File: config.mk
export PLATFORM = sky130hd
export DESIGN_NAME = fifo_ctrl
export DESIGN_NICKNAME = d
export VERILOG_FILES = /design/src/rtl/fifo_ctrl_pkg.sv /design/src/rtl/fifo_ptr.sv /design/src/rtl/fifo_ctrl.sv
export SDC_FILE = /design/constraint.sdc
export NUM_CORES = 1
export LEC_CHECK = 0
export ABC_AREA = 1
export BUFFER_PORTS_ARGS = -buffer_cell sky130_fd_sc_hd__buf_2
export CORE_UTILIZATION = 30
export DETAILED_ROUTE_END_ITERATION = 6
export PLACE_DENSITY_LB_ADDON = 0.08
export SYNTH_ARGS = -nofsm -noshare
export SYNTH_HDL_FRONTEND = slang
export SYNTH_HIERARCHICAL = 1
export SYNTH_SLANG_ARGS = --single-unit
File: constraint.sdc
create_clock -name clk -period 1.7 [get_ports clk]
set_input_delay 0.17 -clock clk [delete_from_list [all_inputs] [get_ports clk]]
set_output_delay 0.17 -clock clk [all_outputs]
set_load 0.05 [all_outputs]
File: src/rtl/fifo_ctrl_pkg.sv
// Shared sizing for fifo_ctrl and the dual-port register file it drives.
// The FIFO depth and pointer width both derive from one default address width.
package fifo_ctrl_pkg;

  localparam int DEFAULT_ADDR_WIDTH = 2;
  localparam int PTR_WIDTH          = DEFAULT_ADDR_WIDTH + 1;

  function automatic int fifo_depth(input int aw);
    return 1 << aw;
  endfunction

  // The extra top bit is the wrap bit that tells full apart from empty.
  function automatic int ptr_width(input int aw);
    return aw + 1;
  endfunction

endpackage

File: src/rtl/fifo_ptr.sv
// Wrap-bit FIFO pointer: a register that increments on enable and is cleared
// asynchronously. It also exposes its next value so flags can be registered early.
module fifo_ptr
  import fifo_ctrl_pkg::*;
#(
  parameter int PTR_W = PTR_WIDTH
) (
  input  logic             clk,
  input  logic             reset_n,
  input  logic             inc,
  output logic [PTR_W-1:0] ptr,
  output logic [PTR_W-1:0] ptr_next
);

  logic [PTR_W-1:0] ptr_q;
  logic [PTR_W-1:0] ptr_d;

  // Overflow past the wrap bit is the intended modulo 2**PTR_W roll-over.
  always_comb begin
    ptr_d = ptr_q + PTR_W'(inc);
  end

  always_ff @(posedge clk or negedge reset_n) begin
    if (!reset_n) ptr_q <= '0;
    else          ptr_q <= ptr_d;
  end

  assign ptr      = ptr_q;
  assign ptr_next = ptr_d;

endmodule

File: src/rtl/fifo_ctrl.sv
// Pointer and flag controller for a circular FIFO built on a dual-port register file.
// Define FIFO_CTRL_ERR_EN to add sticky overflow/underflow outputs.
module fifo_ctrl
  import fifo_ctrl_pkg::*;
#(
  parameter int ADDR_WIDTH   = DEFAULT_ADDR_WIDTH,
  parameter int ALMOST_FULL  = 3,
  parameter int ALMOST_EMPTY = 1
) (
  input  logic                  clk,
  input  logic                  reset_n,
  input  logic                  wr,
  input  logic                  rd,
  output logic                  wr_en,
  output logic [ADDR_WIDTH-1:0] w_addr,
  output logic [ADDR_WIDTH-1:0] r_addr,
  output logic                  empty,
  output logic                  full,
  output logic                  almost_empty,
  output logic                  almost_full,
`ifdef FIFO_CTRL_ERR_EN
  output logic                  overflow,
  output logic                  underflow,
`endif
  output logic [ADDR_WIDTH:0]   level
);

  localparam int PW = ptr_width(ADDR_WIDTH);
  localparam logic [PW-1:0] AF_LVL = PW'(ALMOST_FULL);
  localparam logic [PW-1:0] AE_LVL = PW'(ALMOST_EMPTY);

  logic          push_ok, pop_ok;
  logic [PW-1:0] w_ptr, r_ptr, w_ptr_d, r_ptr_d;
  logic [PW-1:0] level_d, level_q;
  logic          empty_d, empty_q, full_d, full_q;
  logic          almost_empty_d, almost_empty_q, almost_full_d, almost_full_q;

  // A push into a full FIFO is fine when the head leaves on the same edge.
  always_comb begin
    push_ok = wr & (~full_q | rd);
    pop_ok  = rd & ~empty_q;
  end

  fifo_ptr #(.PTR_W(PW)) u_w_ptr (
    .clk      (clk),
    .reset_n  (reset_n),
    .inc      (push_ok),
    .ptr      (w_ptr),
    .ptr_next (w_ptr_d)
  );

  fifo_ptr #(.PTR_W(PW)) u_r_ptr (
    .clk      (clk),
    .reset_n  (reset_n),
    .inc      (pop_ok),
    .ptr      (r_ptr),
    .ptr_next (r_ptr_d)
  );

  // Flags come from next-state pointers so they are valid right after the edge.
  always_comb begin
    level_d        = w_ptr_d - r_ptr_d;
    empty_d        = (w_ptr_d == r_ptr_d);
    full_d         = (w_ptr_d[PW-1] != r_ptr_d[PW-1]) &&
                     (w_ptr_d[PW-2:0] == r_ptr_d[PW-2:0]);
    almost_full_d  = (level_d >= AF_LVL);
    almost_empty_d = (level_d <= AE_LVL);
  end

  always_ff @(posedge clk or negedge reset_n) begin
    if (!reset_n) begin
      level_q        <= '0;
      empty_q        <= 1'b1;
      full_q         <= 1'b0;
      almost_empty_q <= 1'b1;
      almost_full_q  <= 1'b0;
    end else begin
      level_q        <= level_d;
      empty_q        <= empty_d;
      full_q         <= full_d;
      almost_empty_q <= almost_empty_d;
      almost_full_q  <= almost_full_d;
    end
  end

`ifdef FIFO_CTRL_ERR_EN
  logic overflow_d, overflow_q, underflow_d, underflow_q;

  always_comb begin
    overflow_d  = overflow_q  | (wr & full_q & ~rd);
    underflow_d = underflow_q | (rd & empty_q);
  end

  always_ff @(posedge clk or negedge reset_n) begin
    if (!reset_n) begin
      overflow_q  <= 1'b0;
      underflow_q <= 1'b0;
    end else begin
      overflow_q  <= overflow_d;
      underflow_q <= underflow_d;
    end
  end

  assign overflow  = overflow_q;
  assign underflow = underflow_q;
`endif

  assign wr_en        = push_ok;
  assign w_addr       = w_ptr[PW-2:0];
  assign r_addr       = r_ptr[PW-2:0];
  assign level        = level_q;
  assign empty        = empty_q;
  assign full         = full_q;
  assign almost_empty = almost_empty_q;
  assign almost_full  = almost_full_q;

endmodule

### Yosys cells after proc, flatten, opt, wreduce, memory -nomap -nowiden

Index checks and enable logic that the tools add are counted.

* word-level logic and storage cells: 21
* input bits: 4
* bits in registers: 13

* $lt $le $gt $ge: 2
* bitwise operators: 5
* add/sub/neg operators: 3
* eq/ne operators: 3
* reductions and logical operators: 1

Operators with widths (count)
* 3-bit by 1-bit adder with 3-bit output: 2
* 3-bit == test: 1
* 3-bit by 2-bit greater-or-equal comparator with 1-bit output, second input constant: 1
* 3-bit by 1-bit less-or-equal comparator with 1-bit output, second input constant: 1
* 3-bit subtractor: 1
* 1-bit bitwise AND: 2
* 2-bit == test: 1
* 1-bit NOT: 2
* 1-bit logical AND: 1
* 1-bit inequality test: 1
* 1-bit bitwise OR: 1

### Logic depth before layout (Yosys ltp)

* depth in word-level cells: 6
* gate-level depth with buffers: 12

### Cells and area by module

The synthesis kept the hierarchy.

By module, submodules not included
* fifo_ctrl: seq. area each 177.7 um^2, cells an instance 33, area an instance 334.1 um^2, instances 1
* fifo_ptr: seq. area each 75.1 um^2, cells an instance 10, area an instance 118.9 um^2, instances 2

### Worst setup path after synthesis

OpenSTA, ideal clock, no wires.

* path type: reg-to-reg
* start: reg full_q (netlist: full)
* end: reg almost_full_q (netlist: almost_full)
* required time: 1.575 ns
* library setup time: 0.125 ns
* stages on the path, launching flop included: 9
* buffers on the path: 0
* slack: -1.529 ns
* arrival: 3.104 ns
* path through: dfrtp_1 -> a21boi_0 -> ha_1 -> inv_1 -> ha_1 -> inv_1 -> fa_1 -> nand2_1 -> nand3_1

* word-level cells in the longest chain between the ends: 6

Ends and longest elaborated chain
* start: declaration: line fifo_ctrl.sv:35 `logic empty_d, empty_q, full_d, full_q;`
* start signal: assignment: line fifo_ctrl.sv:80 `full_q <= full_d;`
* 1-bit NOT: line fifo_ctrl.sv:40 `push_ok = wr & (~full_q | rd);`
* 1-bit bitwise OR: line fifo_ctrl.sv:40
* 1-bit bitwise AND: line fifo_ctrl.sv:40
* named net wr_en: line fifo_ctrl.sv:14 `output logic wr_en,`
* 3-bit by 1-bit adder with 3-bit output: line fifo_ptr.sv:20 `ptr_d = ptr_q + PTR_W'(inc);`
* named net w_ptr_d[0]: line fifo_ctrl.sv:33 `logic [PW-1:0] w_ptr, r_ptr, w_ptr_d, r_ptr_d;`
* 3-bit subtractor: line fifo_ctrl.sv:62 `level_d = w_ptr_d - r_ptr_d;`
* named net level_d[1]: line fifo_ctrl.sv:34 `logic [PW-1:0] level_d, level_q;`
* 3-bit by 2-bit greater-or-equal comparator with 1-bit output: line fifo_ctrl.sv:66 `almost_full_d = (level_d >= AF_LVL);`
* named net almost_full_d: line fifo_ctrl.sv:36 `logic almost_empty_d, almost_empty_q, almost_full_d, almost_full_q;`
* end signal: assignment: line fifo_ctrl.sv:82 `almost_full_q <= almost_full_d;`
* end: declaration: line fifo_ctrl.sv:36

The timed path passes the listed nets, and every way through them passes these cells.

### Worst setup path after layout

* start: reg empty_q (netlist: empty)
* end: reg almost_full_q (netlist: almost_full)

* word-level cells in the longest chain between the ends: 5

Ends and longest elaborated chain
* start: declaration: line fifo_ctrl.sv:35
* start signal: assignment: line fifo_ctrl.sv:79 `empty_q <= empty_d;`
* 1-bit NOT: line fifo_ctrl.sv:41 `pop_ok = rd & ~empty_q;`
* 1-bit bitwise AND: line fifo_ctrl.sv:41
* named net pop_ok: line fifo_ctrl.sv:32 `logic push_ok, pop_ok;`
* 3-bit by 1-bit adder with 3-bit output: line fifo_ptr.sv:20
* named net r_ptr_d[1]: line fifo_ctrl.sv:33
* 3-bit subtractor: line fifo_ctrl.sv:62
* named net level_d[1]: line fifo_ctrl.sv:34
* 3-bit by 2-bit greater-or-equal comparator with 1-bit output: line fifo_ctrl.sv:66
* named net almost_full_d: line fifo_ctrl.sv:36

The timed path passes the listed nets, and every way through them passes these cells.

==> metrics.md <==
| Metric | Value |
|---|---|
| Status | `finished, violations left` |
| Failing checks | `negative setup slack` |
| PortBufs | `15` |
| WL met3 | `48 µm` |
| Hpwl dp | `757 µm` |
| Worst slew pin tran | `0.293 ns` |
| Core Util, Final | `47.3%` |
| Die W | `45.7 µm` |
| Fin nets | `86` |
| Non-Filler Instances | `99` |
| Root buffer cell | `clkbuf_4` |
| Global route total overflow | `0` |
| Ant. Diodes | `0` |
| Final WS setup | `-0.111 ns` |
| Fin crit period | `1.81 ns` |
| Beginning of the critical path | `empty` |
| H-tree Lvls | `1` |
| Metal-1 WL | `463 µm` |
| CTS tree | `built` |
| Slew margin rel. | `80.5%` |
| Final Cycle Share | `107%` |
| FP Rows | `15` |
| Highest net fanout along the worst path | `3` |
| First-pass GRT wire length | `1.61 mm` |
| Vert. Die Dim | `45.7 µm` |
| CP required | `1.91 ns` |
| Initial DRT Pass Iterations | `2` |
| Area growth syn-to-layout | `46.0%` |
| Max-slew violations | `0` |
| Sequential share of the synthesized area | `57.3%` |
| Ys Warns | `6` |
| Worst reg2reg path depth | `7` |
| Antenna viol nets, final | `0` |
| Number of library cell types mapped by synthesis | `13` |
| I/O pins | `16` |
| Syn avg cell area | `10.8 µm²` |
| Worst setup EP type | `flip-flop` |
| Routed via count | `400` |
| Initial drt markers | `3` |
| Core area | `1760 µm²` |
| Filler cells | `185` |
| Placed instance area | `757 µm²` |
| Vias in the first global route | `377` |
| Post-Syn Nets | `64` |
| Crit path kind | `flip-flop to flip-flop` |
| Later-pin clock latency in the skew report | `0.27 ns` |
| Metal2 WL | `457 µm` |
| Die area | `2080 µm²` |
| Clock Sinks | `13` |
| Vias per cell | `4.04` |
| Placer Congestion | `0.799` |
| Worst R2R Start | `empty` |
| Setup Viol. Count Final | `3` |
| CP Capture Point | `almost_full` |
| Max Clock Freq | `552 MHz` |
| Fraction of layout cells with a size suffix above 1 | `56.8%` |
| Hold WC Path Type | `input pin to asynchronous set/reset pin` |
| Drc violations | `0` |
| Fin Clk Skew | `0.00204 ns` |
| Max Used Layer | `met4` |
| Initial antenna violation count | `0` |
| Register Area | `329 µm²` |
| Max Cap Viol | `0` |
| Post-Syn Area | `572 µm²` |
| Reg2reg end | `almost_full` |
| Pin count of the biggest net entering global routing | `14` |
| Area of the multi-input gates | `310 µm²` |
| Max Root-Sink Buffers | `2` |
| Routed len/inst | `9.85 µm` |
| FF-to-FF setup slack | `-0.11 ns` |
| Post-Layout Inst Area | `835 µm²` |
| Total GRT Usage | `11.4%` |
| Arrival time of the worst setup path | `2.02 ns` |
| Number of synthesized register bits | `13` |
| Unrepaired setup endpoints after global routing | `yes` |
| Final Hold Viols | `0` |
| Routed Wire Length | `975 µm` |
| Post-CTS Setup Bufs | `0` |
| Initial Util | `32.4%` |
| Inst Count DP | `94` |
| Startpoint type of the worst setup path | `flip-flop` |
| TritonCTS Buffers | `3` |
| Post-Synthesis Cells | `53` |
| Clk slew on worst S/H paths | `0.08 ns` |
[registers in the layout (all words and copies together), names as in the netlist]
name,cells
full,1
empty,1
u_w_ptr/ptr,3
u_r_ptr/ptr,3
level,3
almost_empty,1
almost_full,1
[critical path: stages (launching register included)]
cell and delay (ns):
dfstp_2 0.56, nor2_4 0.04, ha_4 0.16, ha_4 0.26
inv_2 0.04, fa_2 0.57, nand2_1 0.06, nand3_1 0.06
[layout by cell type, fill, tap and decap left out]
cell           instances
inv_1                  8
clkbuf_4               3
nor2_2                 1
fa_2                   1
dlygate4sd3_1          1
nand3_2                2
a21boi_4               1
nand3_1                1
clkbuf_1               1
dfrtp_2                1
nand2_2                1
a21oi_2                2
dfrtp_1               10
nand2_4                1
inv_2                  4
dfstp_2                2
ha_4                   6
nand2_1               11
nor2_4                 1
buf_4                  1
buf_2                 15
[how the worst min path moves through the flow]
stage                  from          end  slack, ns  cells past startpoint
detailed placement  reset_n     level[2]       0.07                      1
finish              reset_n     level[2]       0.30                      2
global route        reset_n     level[1]       0.31                      2
global placement    reset_n     level[2]       0.07                      1
floorplan           reset_n  almost_full      -0.13                      0
CTS                 reset_n     level[1]       0.30                      2
[timing repair]
item	CTS	global route
hold endpoints to repair	11	0
resized for setup	3	5
hold buffers	1	0
endpoints found under the setup margin	6	6
pin swaps	4	9
[Yosys cell counts]
library cell / number / area [µm²]
a21boi_0: 1 / 7.51
a21oi_1: 2 / 10.0
dfrtp_1: 11 / 275
dfstp_2: 2 / 52.6
fa_1: 1 / 20.0
ha_1: 6 / 75.1
inv_1: 12 / 45.0
nand2_1: 12 / 45.0
nand2_2: 1 / 6.26
nand3_1: 1 / 5.00
nand3_2: 2 / 20.0
nor2_1: 1 / 3.75
nor2_2: 1 / 6.26
[cell families (layout without fill, tap and decap cells)]
family,after synthesis,after routing,share of synthesized area (%)
buf+inv,12,33,7.88
simple gates,18,18,15.1
fa+ha+maj,7,7,16.6
flops,13,13,57.3
compound gates,3,3,3.06
[cell type report]
cell class / count / share of cell area [%]
clock buffers: 4 / 3.15
inverters: 12 / 5.40
multi-input cells: 28 / 37.2
flip-flops and latches: 13 / 39.4
well taps: 25 / 3.75
repair buffers: 17 / 11.1
[metal layers]
layer	global-route usage (%)	vias to the layer above
li1	-	204
met1	15.4	185
met2	15.7	9
met3	7.14	2
met4	1.82	0
met5	0	-
[through the flow]
step | worst slack [ns] | TNS, ns | hold slack [ns]
floorplan | -0.441 | -1.73 | -0.126
global placement | -0.188 | -0.532 | 0.0665
detailed placement | -0.182 | -0.512 | 0.0682
CTS | -0.136 | -0.269 | 0.303
global route | -0.167 | -0.444 | 0.311
finish | -0.111 | -0.167 | 0.298
Power is left out: the tool's default activity adds up to more than one toggle a clock period on the data nets, which glitch-free logic cannot reach.
